<file path="config.mk">
export PLATFORM = sky130hd
export DESIGN_NAME = debug_uart_tx
export DESIGN_NICKNAME = d
export VERILOG_FILES = /design/src/rtl/debug_uart_tx.sv
export SDC_FILE = /design/constraint.sdc
export NUM_CORES = 1
export LEC_CHECK = 0
export ABC_AREA = 1
export ABC_CLOCK_PERIOD_IN_PS = 2100
export CAP_MARGIN = 20
export CORE_UTILIZATION = 58
export DETAILED_ROUTE_END_ITERATION = 12
export HOLD_SLACK_MARGIN = 0.05
export PLACE_DENSITY = 0.85
export SLEW_MARGIN = 0
export SYNTH_ARGS = -nofsm -noshare
export SYNTH_HDL_FRONTEND = slang
export SYNTH_SLANG_ARGS = --single-unit
</file>
<file path="constraint.sdc">
create_clock -name clk -period 2.1 [get_ports clk]
set_input_delay 0.42 -clock clk [delete_from_list [all_inputs] [get_ports clk]]
set_output_delay 0.42 -clock clk [all_outputs]
set_load 0.1 [all_outputs]
</file>
<file path="src/rtl/debug_uart_tx.sv">
// Debug frame UART transmitter: snapshots seven debug bytes and sends
// SYNC, the bytes and their mod-256 sum as 8N1 serial, LSB first.
module debug_uart_tx #(
  parameter int unsigned CLKS_PER_BIT = 434,
  parameter logic [7:0]  SYNC_BYTE    = 8'hA5
) (
  input  logic       clk,
  input  logic       nreset,
  input  logic       trigger,
  input  logic [7:0] debug_port1,
  input  logic [7:0] debug_port2,
  input  logic [7:0] debug_port3,
  input  logic [7:0] debug_port4,
  input  logic [7:0] debug_port5,
  input  logic [7:0] debug_port6,
  input  logic [7:0] debug_port7,
  output logic       tx,
  output logic       busy,
  output logic       done
);

  typedef enum logic [1:0] {
    IDLE,
    START,
    DATA,
    STOP
  } state_t;

  localparam logic [15:0] RELOAD = 16'(CLKS_PER_BIT - 1);

  state_t          state_q;
  logic [15:0]     cnt_q;
  logic [3:0]      byte_q;
  logic [2:0]      bit_q;
  logic [6:0][7:0] snap_q;
  logic [7:0]      chk_q;
  logic            tx_q;
  logic            busy_q;
  logic            done_q;

  logic [7:0]      sum_d;
  logic [7:0]      cur_byte;
  logic [2:0]      nbit_d;

  // Checksum of the live ports, latched together with the snapshot
  always_comb begin
    sum_d = debug_port1 + debug_port2 + debug_port3 + debug_port4
          + debug_port5 + debug_port6 + debug_port7;
  end

  // Byte currently being shifted out, selected by the byte index
  always_comb begin
    cur_byte = SYNC_BYTE;
    case (byte_q)
      4'd1:    cur_byte = snap_q[0];
      4'd2:    cur_byte = snap_q[1];
      4'd3:    cur_byte = snap_q[2];
      4'd4:    cur_byte = snap_q[3];
      4'd5:    cur_byte = snap_q[4];
      4'd6:    cur_byte = snap_q[5];
      4'd7:    cur_byte = snap_q[6];
      4'd8:    cur_byte = chk_q;
      default: cur_byte = SYNC_BYTE;
    endcase
  end

  assign nbit_d = bit_q + 3'd1;

  // Frame sequencer; tx/busy/done are registered so the line never glitches
  always_ff @(posedge clk or negedge nreset) begin
    if (!nreset) begin
      state_q <= IDLE;
      cnt_q   <= '0;
      byte_q  <= '0;
      bit_q   <= '0;
      snap_q  <= '0;
      chk_q   <= '0;
      tx_q    <= 1'b1;
      busy_q  <= 1'b0;
      done_q  <= 1'b0;
    end else begin
      done_q <= 1'b0;
      unique case (state_q)
        IDLE: begin
          if (trigger) begin
            snap_q  <= {debug_port7, debug_port6, debug_port5,
                        debug_port4, debug_port3, debug_port2,
                        debug_port1};
            chk_q   <= sum_d;
            state_q <= START;
            byte_q  <= '0;
            bit_q   <= '0;
            cnt_q   <= RELOAD;
            tx_q    <= 1'b0;
            busy_q  <= 1'b1;
          end
        end
        START: begin
          if (cnt_q == '0) begin
            cnt_q   <= RELOAD;
            state_q <= DATA;
            bit_q   <= '0;
            tx_q    <= cur_byte[0];
          end else begin
            cnt_q <= cnt_q - 16'd1;
          end
        end
        DATA: begin
          if (cnt_q == '0) begin
            cnt_q <= RELOAD;
            if (bit_q == 3'd7) begin
              state_q <= STOP;
              tx_q    <= 1'b1;
            end else begin
              bit_q <= nbit_d;
              tx_q  <= cur_byte[nbit_d];
            end
          end else begin
            cnt_q <= cnt_q - 16'd1;
          end
        end
        STOP: begin
          if (cnt_q == '0) begin
            bit_q <= '0;
            if (byte_q == 4'd8) begin
              state_q <= IDLE;
              byte_q  <= '0;
              busy_q  <= 1'b0;
              done_q  <= 1'b1;
              tx_q    <= 1'b1;
            end else begin
              state_q <= START;
              byte_q  <= byte_q + 4'd1;
              cnt_q   <= RELOAD;
              tx_q    <= 1'b0;
            end
          end else begin
            cnt_q <= cnt_q - 16'd1;
          end
        end
        default: state_q <= IDLE;
      endcase
    end
  end

  assign tx   = tx_q;
  assign busy = busy_q;
  assign done = done_q;

endmodule

</file>
Word level (Yosys, flattened, before mapping)
Cells that the tools add are included.

$add $sub $neg: 9. Order comparisons: 1. Eq/ne operators: 21. Multiplexer cells: 37. Reductions and logical operators: 12.

Operators with widths (number): $mux 16 (4); $pmux 8 s8 (1); $add 8x8->8 (6); $pmux 16 s3 (1); $eq 4x3->1 const B (4); $logic_not 16->1 (1); $sub 16x1->16 const B (1); $ne 2x2->1 const B (7); $mux 1 (13); $mux 3 (4); $mux 4 (3); $reduce_and 4->1 (3); $mux 2 (5); $pmux 3 s3 (1); $eq 4x2->1 const B (2); $pmux 2 s4 (1); $pmux 4 s2 (1); $reduce_and 5->1 (1); $add 4x1->4 const B (1); $eq 2x2->1 const B (2); $eq 4x1->1 const B (1); $eq 4x4->1 const B (1); $lt 3x4->1 const B (1); $pmux 1 s4 (1); other kinds (12) (14).

Register bits: 92. Output and inout port bits: 3.

Logic depth before layout (Yosys ltp)
Gate-level depths: netlist of run 1.

Word-level depth: 7. Gate-level depth with buffers: 19. Mapped depth without buffers: 19.

Worst setup path after synthesis of run 1
Ideal clock, no wire load.

Path type: in2reg. From: in debug_port1[2]. To: reg chk_q[7]. Library setup time: 118 ps. Data arrival time: 3860 ps. Required time: 1982 ps. Slack: -1878 ps. Stages on the path: 18. Path buffers: 0. Cells stage by stage: inv_1 -> fa_1 -> inv_1 -> fa_1 -> fa_1 -> inv_1 -> fa_1 -> inv_1 -> fa_1 -> nand2_1 -> nand2_1 -> a21oi_1 -> or2_2 -> nand2_1 -> a21oi_1 -> nand3_1 -> nand3_1 -> nand2_1.

Word-level cells in the longest chain between the ends: 6.

Ends and longest elaborated chain: start: declaration (RTL line 10) `input logic [7:0] debug_port1,`; $add 8x8->8 (3 in a row) (RTL line 47) `sum_d = debug_port1 + debug_port2 + debug_port3 + debug_port4`; $add 8x8->8 (3 in a row) (RTL line 48) `+ debug_port5 + debug_port6 + debug_port7;`; end signal: assignment (RTL line 89) `chk_q <= sum_d;`; end: declaration (RTL line 36) `logic [7:0] chk_q;`.

Every way passes these cells. A chain may end at the register's enable or synchronous reset.

Worst setup path after layout of run 1
From: in debug_port2[2]. To: reg chk_q[3].

Word-level cells in the longest chain between the ends: 6.

Ends and longest elaborated chain: start: declaration (RTL line 11) `input logic [7:0] debug_port2,`; $add 8x8->8 (3 in a row) (RTL line 47); $add 8x8->8 (3 in a row) (RTL line 48).

Every way passes these cells.

==> impl_summary.log, run 1 <==
INFO  metric critical-path-slowest-cell = fa_1
INFO  metric timing.final.max_slew_violations = 0
INFO  metric cp-end-kind = flop
INFO  metric grt_first_pass_wirelength = ~27 mm
INFO  metric n_antenna_cell = 0
INFO  metric floorplan.core_area = approximately 0.0099 mm2
INFO  metric worst_hold_path.endpoint = snap_q[41]
INFO  metric hold_path.class = in2reg
INFO  metric postLayoutSetupSlackWorst = -1710 ps
INFO  metric timing.critical_path.mode_cell = buf_4
INFO  metric detailed_place.area = around 0.0071 mm2
INFO  metric nFillCells = 639
INFO  metric final_net_count = just under 1000
INFO  metric number_of_synthesized_flops_with_an_enable_pin = 0
INFO  metric synth_seq_cells = between 90 and 100
INFO  metric h-tree-depth = 3
INFO  metric io_buffer_count = 61
INFO  metric ff2ff_path_depth = 15
INFO  metric final.period_utilization = 1.82
INFO  metric timing.fmax = 262 MHz
INFO  metric async_flop_share = 1.00
INFO  metric synth_flop_cell = dfrtp_1
INFO  metric setup_viol_count_final = 7
INFO  metric setup.reg_to_reg.worst_slack = 10 ps
INFO  metric wl_met3 = between 1.5 and 2 mm
INFO  metric antenna_violations_before_repair = 0
INFO  metric fin_total_pwr = roughly 6 mW
INFO  metric cellLeakagePower = ~4 nW
INFO  metric worstPathArrival = 4070 ps
INFO  metric highest_layer = met4
INFO  metric clock_slew_at_reported_path_ffs = 90 ps
INFO  metric maximum_number_of_pins_on_one_net_before_global_route_repair = 46
INFO  metric avg_synthesized_cell_area = ~7.8 um2
INFO  metric design_area = ~0.0076 mm2
INFO  metric area_used_by_multi_input_combinational_logic = between 0.003 and 0.004 mm2
INFO  metric maxCapViolCount = 0
INFO  metric clock_root_buffer = clkbuf_8
INFO  metric critical_path.cell_chain = buf_6 -> inv_2 -> fa_1 -> inv_2 -> fa_1 -> fa_1 -> inv_2 -> fa_1 -> inv_1 -> ha_4 -> nand2_4 -> buf_4 -> buf_4 -> buf_4 -> buf_4 -> buf_4 -> buf_4 -> nand2_1 -> o21ai_1
INFO  metric global_router_s_overall_resource_usage = 0.341
INFO  metric hpwlAfterDp = 11.8 mm
INFO  metric ant_nets = 0
INFO  metric ys_seq_area_frac = 0.386
INFO  metric clk_buf_depth = 2
INFO  metric clock_insertion_delay_worst_skew = approximately 380 ps
INFO  metric synthesis.area = 0.00597 mm2
INFO  metric final_hold_viol_count = 0
INFO  metric grt_pass1_vias = between 5000 and 6000
INFO  metric grt_setup_unrepaired = yes
INFO  metric cts_buffers = 9
INFO  metric crit_required = ~2400 ps
INFO  metric power_density = between 800 and 900 mW/mm2
INFO  metric grt_remaining_overflow = 0
INFO  metric relSlewSlack = 0.676
INFO  metric sequential_cell_area = around 0.0023 mm2
INFO  metric critical-path-top-delay-family = adder cells
INFO  metric post_route_drc = 0
INFO  metric routed-via-count = 5948
INFO  metric crit_path_time_final = between 3000 and 4000 ps
INFO  metric status = complete, but fails checks
INFO  metric post_synthesis_net_count = between 800 and 900
INFO  metric peakVddDrop = roughly 0.00062 V
INFO  metric clock_tree_from_tritoncts = built
INFO  metric commonest_non_fill_non_tap_cell_in_the_layout = nand2_1
INFO  metric final_weighted_congestion_of_routability_driven_global_placement = 0.942
INFO  metric critPathLaunchType = input pin
INFO  metric drive_gt1_frac = 0.210
INFO  metric wirelength = between 15 and 20 mm
INFO  metric slowest_delay = ~540 ps
INFO  metric worst_slew_pin_slew = 487 ps
INFO  metric synth_warnings = 0
INFO  metric ioPinCount = 62
INFO  metric floorplan.initialDensity = 0.605
INFO  metric timing.rr.end = tx
INFO  metric worstHoldStart = debug_port6[1]
INFO  metric mostFrequentLayoutCells = nand2_1 (240), dfrtp_1 (91), inv_1 (80)
INFO  metric finalClockSkew = about 13 ps
INFO  metric finish.cell_count_without_fillers = 1019
INFO  metric die_x = 103 um
INFO  metric met1_length = ~6.8 mm
INFO  metric die_height = between 100 and 150 um
INFO  metric design.die.area = approximately 0.011 mm2
INFO  metric synth.distinct_cells = 39
INFO  metric violated_checks = negative setup slack
INFO  metric cp_max_fo = 4
INFO  metric regToRegStartpoint = byte_q[1]
INFO  metric criticalPathCategory = in2reg
INFO  metric placed_cells_incl_taps = around 1000
INFO  metric worst_path_buf_inv = 11
INFO  metric first_pass_iters = 13
INFO  metric number_of_cells_produced_by_synthesis = approximately 760
INFO  metric drtIter0Drc = 726
INFO  metric placementRows = 36
INFO  metric drt_wl_cell = about 18 um
INFO  metric path_depth = 19
INFO  metric hold-path-cell-count = 3
INFO  metric cts_num_sinks = a little over 90
INFO  metric wl_met2 = about 8.9 mm
INFO  metric syn_to_final_growth = 27.7%
INFO  metric routed_via_density = slightly below 6
## cell usage after synthesis, types with 3 or more instances
library cell / number / area [um2]
nor2_2: 4 / 25.0
xnor2_1: 8 / 70.1
nor3_1: 11 / 55.1
inv_2: 4 / 15.0
o21ai_0: 41 / 205
nand4_1: 23 / 144
inv_1: 105 / 394
xor2_1: 5 / 43.8
fa_1: 32 / 641
nor2_4: 3 / 33.8
buf_2: 5 / 25.0
clkbuf_1: 13 / 48.8
a21oi_1: 10 / 50.1
o22ai_1: 4 / 25.0
nor2_1: 49 / 184
nand2_1: 247 / 927
dfrtp_1: 91 / 2280
a31oi_1: 5 / 31.3
buf_1: 4 / 15.0
nand3_1: 44 / 220
ha_1: 22 / 275
o21ai_1: 9 / 45.0
## metrics by stage
stage               utilization  setup WS, ps  setup TNS [ps]  hold WS (ps)
floorplan                     -         -1680           -8790           124
global placement          0.720         -2400          -13810           412
detailed placement        0.720         -2490          -14220           416
CTS                       0.753         -1590           -8990           311
global route              0.773         -1840          -10150           305
finish                    0.773         -1710           -9690           294
## registers in the layout (all words and copies together) (netlist names)
name / count
state_q: 2
busy: 1
byte_q: 4
chk_q: 8
done: 1
tx: 1
cnt_q: 16
bit_q: 3
snap_q: 56
## repair_timing
item | CTS | global route
hold endpoints to repair | 33 | 0
pin swaps | 35 | 34
setup buffers | 11 | 10
hold buffers | 1 | 0
setup endpoints to repair | 7 | 17
gates resized for setup | 84 | 66
## power breakdown
group | switching [mW] | leakage (nW) | total [mW] | internal [mW]
Combinational | 1.50 | 2.71 | 2.96 | 1.46
Sequential | 0 | 1.18 | 1.77 | 1.77
Clock | 0.682 | 0.106 | 1.39 | 0.708
## worst min-delay path: stages
cell      delay [ps]
clkbuf_2         110
nand2_1           60
nand2_1           50
## layout make-up
| class | instances | area share |
|---|---|---|
| Inverter | 112 | 0.0568 |
| Clock buffer | 11 | 0.0185 |
| Clock inverter | 5 | 0.0110 |
| Sequential cell | 92 | 0.302 |
| Multi-Input combinational cell | 536 | 0.439 |
| Timing Repair Buffer | 130 | 0.151 |
| Tap cell | 133 | 0.0218 |
## worst max path at each step
| stage | from | end | slack (ps) |
|---|---|---|---|
| final | debug_port2[2] | chk_q[3] | -1710 |
| after global routing | debug_port2[2] | chk_q[7] | -1840 |
| after CTS | debug_port6[2] | chk_q[7] | -1590 |
| after detailed placement | debug_port6[2] | chk_q[7] | -2490 |
| after global placement | debug_port6[2] | chk_q[7] | -2400 |
| after floorplan | debug_port6[2] | chk_q[7] | -1680 |
## cells by family after synthesis
logic type,Yosys count,share of synthesized area
and+or+nand+nor,393,0.282
buffers and inverters,136,0.0889
DFF,92,0.386
AOI/OAI and AO/OA,76,0.0707
adders and majority gates,54,0.153
xor gates and xnor gates,13,0.0191
## per-layer routing
metal / up-vias / track usage
met3: 130 / 0.0786
met2: 385 / 0.567
met1: 2792 / 0.410
li1: 2641 / -
met4: 0 / 0.189
met5: - / 0
No activity file was read; power rests on OpenSTA's default activity.
==> run 2, diff against run 1 <==
Settings changed: ABC_CLOCK_PERIOD_IN_PS 2100 to 3890, RECOVER_POWER from default to 25.
Clock period 2.1 ns to 3.89 ns, I/O delays scaled along.
==> impl_summary.log, run 2 (same netlist as run 1, synthesis figures left out) <==
INFO  metric timing.final.max_slew_violations = 63
INFO  metric clock_root_buffer = clkbuf_8
INFO  metric worstPathArrival = between 4000 and 5000 ps
INFO  metric grt_remaining_overflow = 0
INFO  metric global_router_s_overall_resource_usage = 0.324
INFO  metric final_weighted_congestion_of_routability_driven_global_placement = between 0.8 and 0.9
INFO  metric violated_checks = max-capacitance violations, max-slew violations, negative setup slack
INFO  metric postLayoutCoreUtil = 0.732
INFO  metric cellLeakagePower = ~3.8 nW
INFO  metric cp-startpoint = debug_port2[2]
INFO  metric nFillCells = around 700
INFO  metric drtIter0Drc = 614
INFO  metric grt_setup_unrepaired = yes
INFO  metric first_pass_iters = 5
INFO  metric cts.hold.buffers_added = 0
INFO  metric largestRegisters = snap_q x56, cnt_q x16, chk_q x8
INFO  metric grt_first_pass_wirelength = 26.0 mm
INFO  metric placed_cells_incl_taps = roughly 970
INFO  metric crit_path_time_final = approximately 4100 ps
INFO  metric power_density = 414 mW/mm2
INFO  metric routed-via-count = between 5000 and 6000
INFO  metric clock_power_share = 0.246
INFO  metric cts_num_sinks = between 90 and 100
INFO  metric cp-end-kind = flop
INFO  metric die_height = ~100 um
INFO  metric clock_tree_from_tritoncts = built
INFO  metric maxCapViolCount = 2
INFO  metric area_used_by_multi_input_combinational_logic = 0.00326 mm2
INFO  metric timing.rr.end = cnt_q[10]
INFO  metric drt_wl_cell = 16.3 um
INFO  metric post_route_drc = 0
INFO  metric postLayoutSetupSlackWorst = -189 ps
INFO  metric h-tree-depth = 3
INFO  metric timing.fmax = 245 MHz
INFO  metric power_frac_comb = 0.435
INFO  metric largest_register_ffs = between 50 and 60
INFO  metric finish.cell_count_without_fillers = about 1000
INFO  metric ff2ff_path_depth = 10
INFO  metric final.period_utilization = 1.05
INFO  metric critPathLaunchType = input pin
INFO  metric peakVddDrop = ~0.0005 V
INFO  metric final_net_count = between 900 and 1000
INFO  metric top_register = snap_q
INFO  metric cp_max_fo = 2
INFO  metric clock_insertion_delay_worst_skew = 370 ps
INFO  metric fin_total_pwr = between 2 and 3 mW
INFO  metric grt_pass1_vias = between 5000 and 6000
INFO  metric antenna_violations_before_repair = 0
INFO  metric drive_gt1_frac = 0.136
INFO  metric sequential_cell_area = roughly 0.0023 mm2
INFO  metric maximum_number_of_pins_on_one_net_before_global_route_repair = 53
INFO  metric status = complete, but fails checks
INFO  metric crit_required = about 4200 ps
INFO  metric hold_path.class = reg2reg
INFO  metric die_x = 103 um
INFO  metric placementRows = 36
INFO  metric clk_buf_depth = 2
INFO  metric hold_slack = 487 ps
INFO  metric n_antenna_cell = 0
INFO  metric power_frac_seq = 0.319
INFO  metric relSlewSlack = -0.125
INFO  metric floorplan.core_area = slightly below 0.01 mm2
INFO  metric criticalPathCategory = in2reg
INFO  metric floorplan.initialDensity = 0.605
INFO  metric internal_power = around 2 mW
INFO  metric mostFrequentLayoutCells = nand2_1 (241), dfrtp_1 (91), inv_1 (88)
INFO  metric ant_nets = 0
INFO  metric wirelength = between 15 and 20 mm
INFO  metric commonest_non_fill_non_tap_cell_in_the_layout = nand2_1
INFO  metric place_ws = -1040 ps
INFO  metric ioPinCount = slightly above 60
INFO  metric final_hold_viol_count = 0
INFO  metric crit_end = chk_q[7]
INFO  metric syn_to_final_growth = 21.0%
INFO  metric cts_buffers = 9
INFO  metric clock_slew_at_reported_path_ffs = roughly 90 ps
INFO  metric setup_viol_count_final = 3
INFO  metric finalClockSkew = around 14 ps
INFO  metric regToRegStartpoint = byte_q[0]
INFO  metric setup.reg_to_reg.worst_slack = 1120 ps
INFO  metric swShare = 0.330
INFO  metric routed_via_density = between 5 and 6
INFO  metric design.die.area = about 0.011 mm2
INFO  metric io_buffer_count = between 60 and 70
INFO  metric hpwlAfterDp = 11.6 mm
INFO  metric worst_slew_pin_slew = roughly 1700 ps
INFO  metric p_sw = ~0.99 mW
## run 2: final cells by class
type / count / share of cell area
clock buffer: 13 / 0.0220
clock inverter: 3 / 0.00953
inverter: 112 / 0.0596
multi-input combinational: 536 / 0.451
sequential: 92 / 0.319
tap: 133 / 0.0230
timing repair buffer: 98 / 0.116
## run 2: metrics by stage
stage / TNS [ps] / cell area [um2]
6_report: -279 / 7220
3_3_place_gp: -4100 / 6920
3_5_place_dp: -4350 / 6920
4_1_cts: -261 / 7150
5_1_grt: -745 / 7220
2_1_floorplan: -360 / 6010
## run 2: how the worst min path moves through the flow
stage	startpoint	endpoint	slack, ps	cells after the start
6_report	cnt_q[0]	cnt_q[0]	490	1
3_5_place_dp	snap_q[30]	snap_q[30]	470	2
3_3_place_gp	snap_q[46]	snap_q[46]	460	2
2_1_floorplan	chk_q[7]	chk_q[7]	440	2
4_1_cts	nreset	cnt_q[1]	350	1
5_1_grt	tx	tx	500	2
## run 2: critical path, cell delays in order
cell	delay, ps
buf_6	70
inv_2	30
fa_1	540
inv_2	40
fa_1	490
fa_1	550
inv_2	60
fa_1	520
inv_2	60
fa_2	390
nand2_2	90
nand2_2	70
a21oi_4	130
or2_4	140
nand2_2	50
a21oi_2	130
nand3_1	80
nand3_1	70
nand2_1	60
## run 2: power by group through the flow
stage | sequential [mW] | clock, mW | combinational, mW
floorplan | 0.975 | 0 | 0.610
global placement | 0.974 | 0 | 0.924
detailed placement | 0.974 | 0 | 0.987
CTS | 0.955 | 0.737 | 1.08
global route | 0.956 | 0.783 | 1.41
finish | 0.955 | 0.736 | 1.30
## run 2: timing repair
item | CTS | global route
gates cloned | 0 | 0
buffers inserted | 2 | 4
setup endpoints to repair | 6 | 4
pin swaps | 28 | 12
gates resized for setup | 68 | 23
## run 2: per-layer routing
metal	track usage	part of all wire	up-vias
li1	-	-	2575
met1	0.405	0.39	2670
met2	0.570	0.51	276
met3	0.0403	0.065	74
met4	0.139	0.041	0
met5	0	0	-
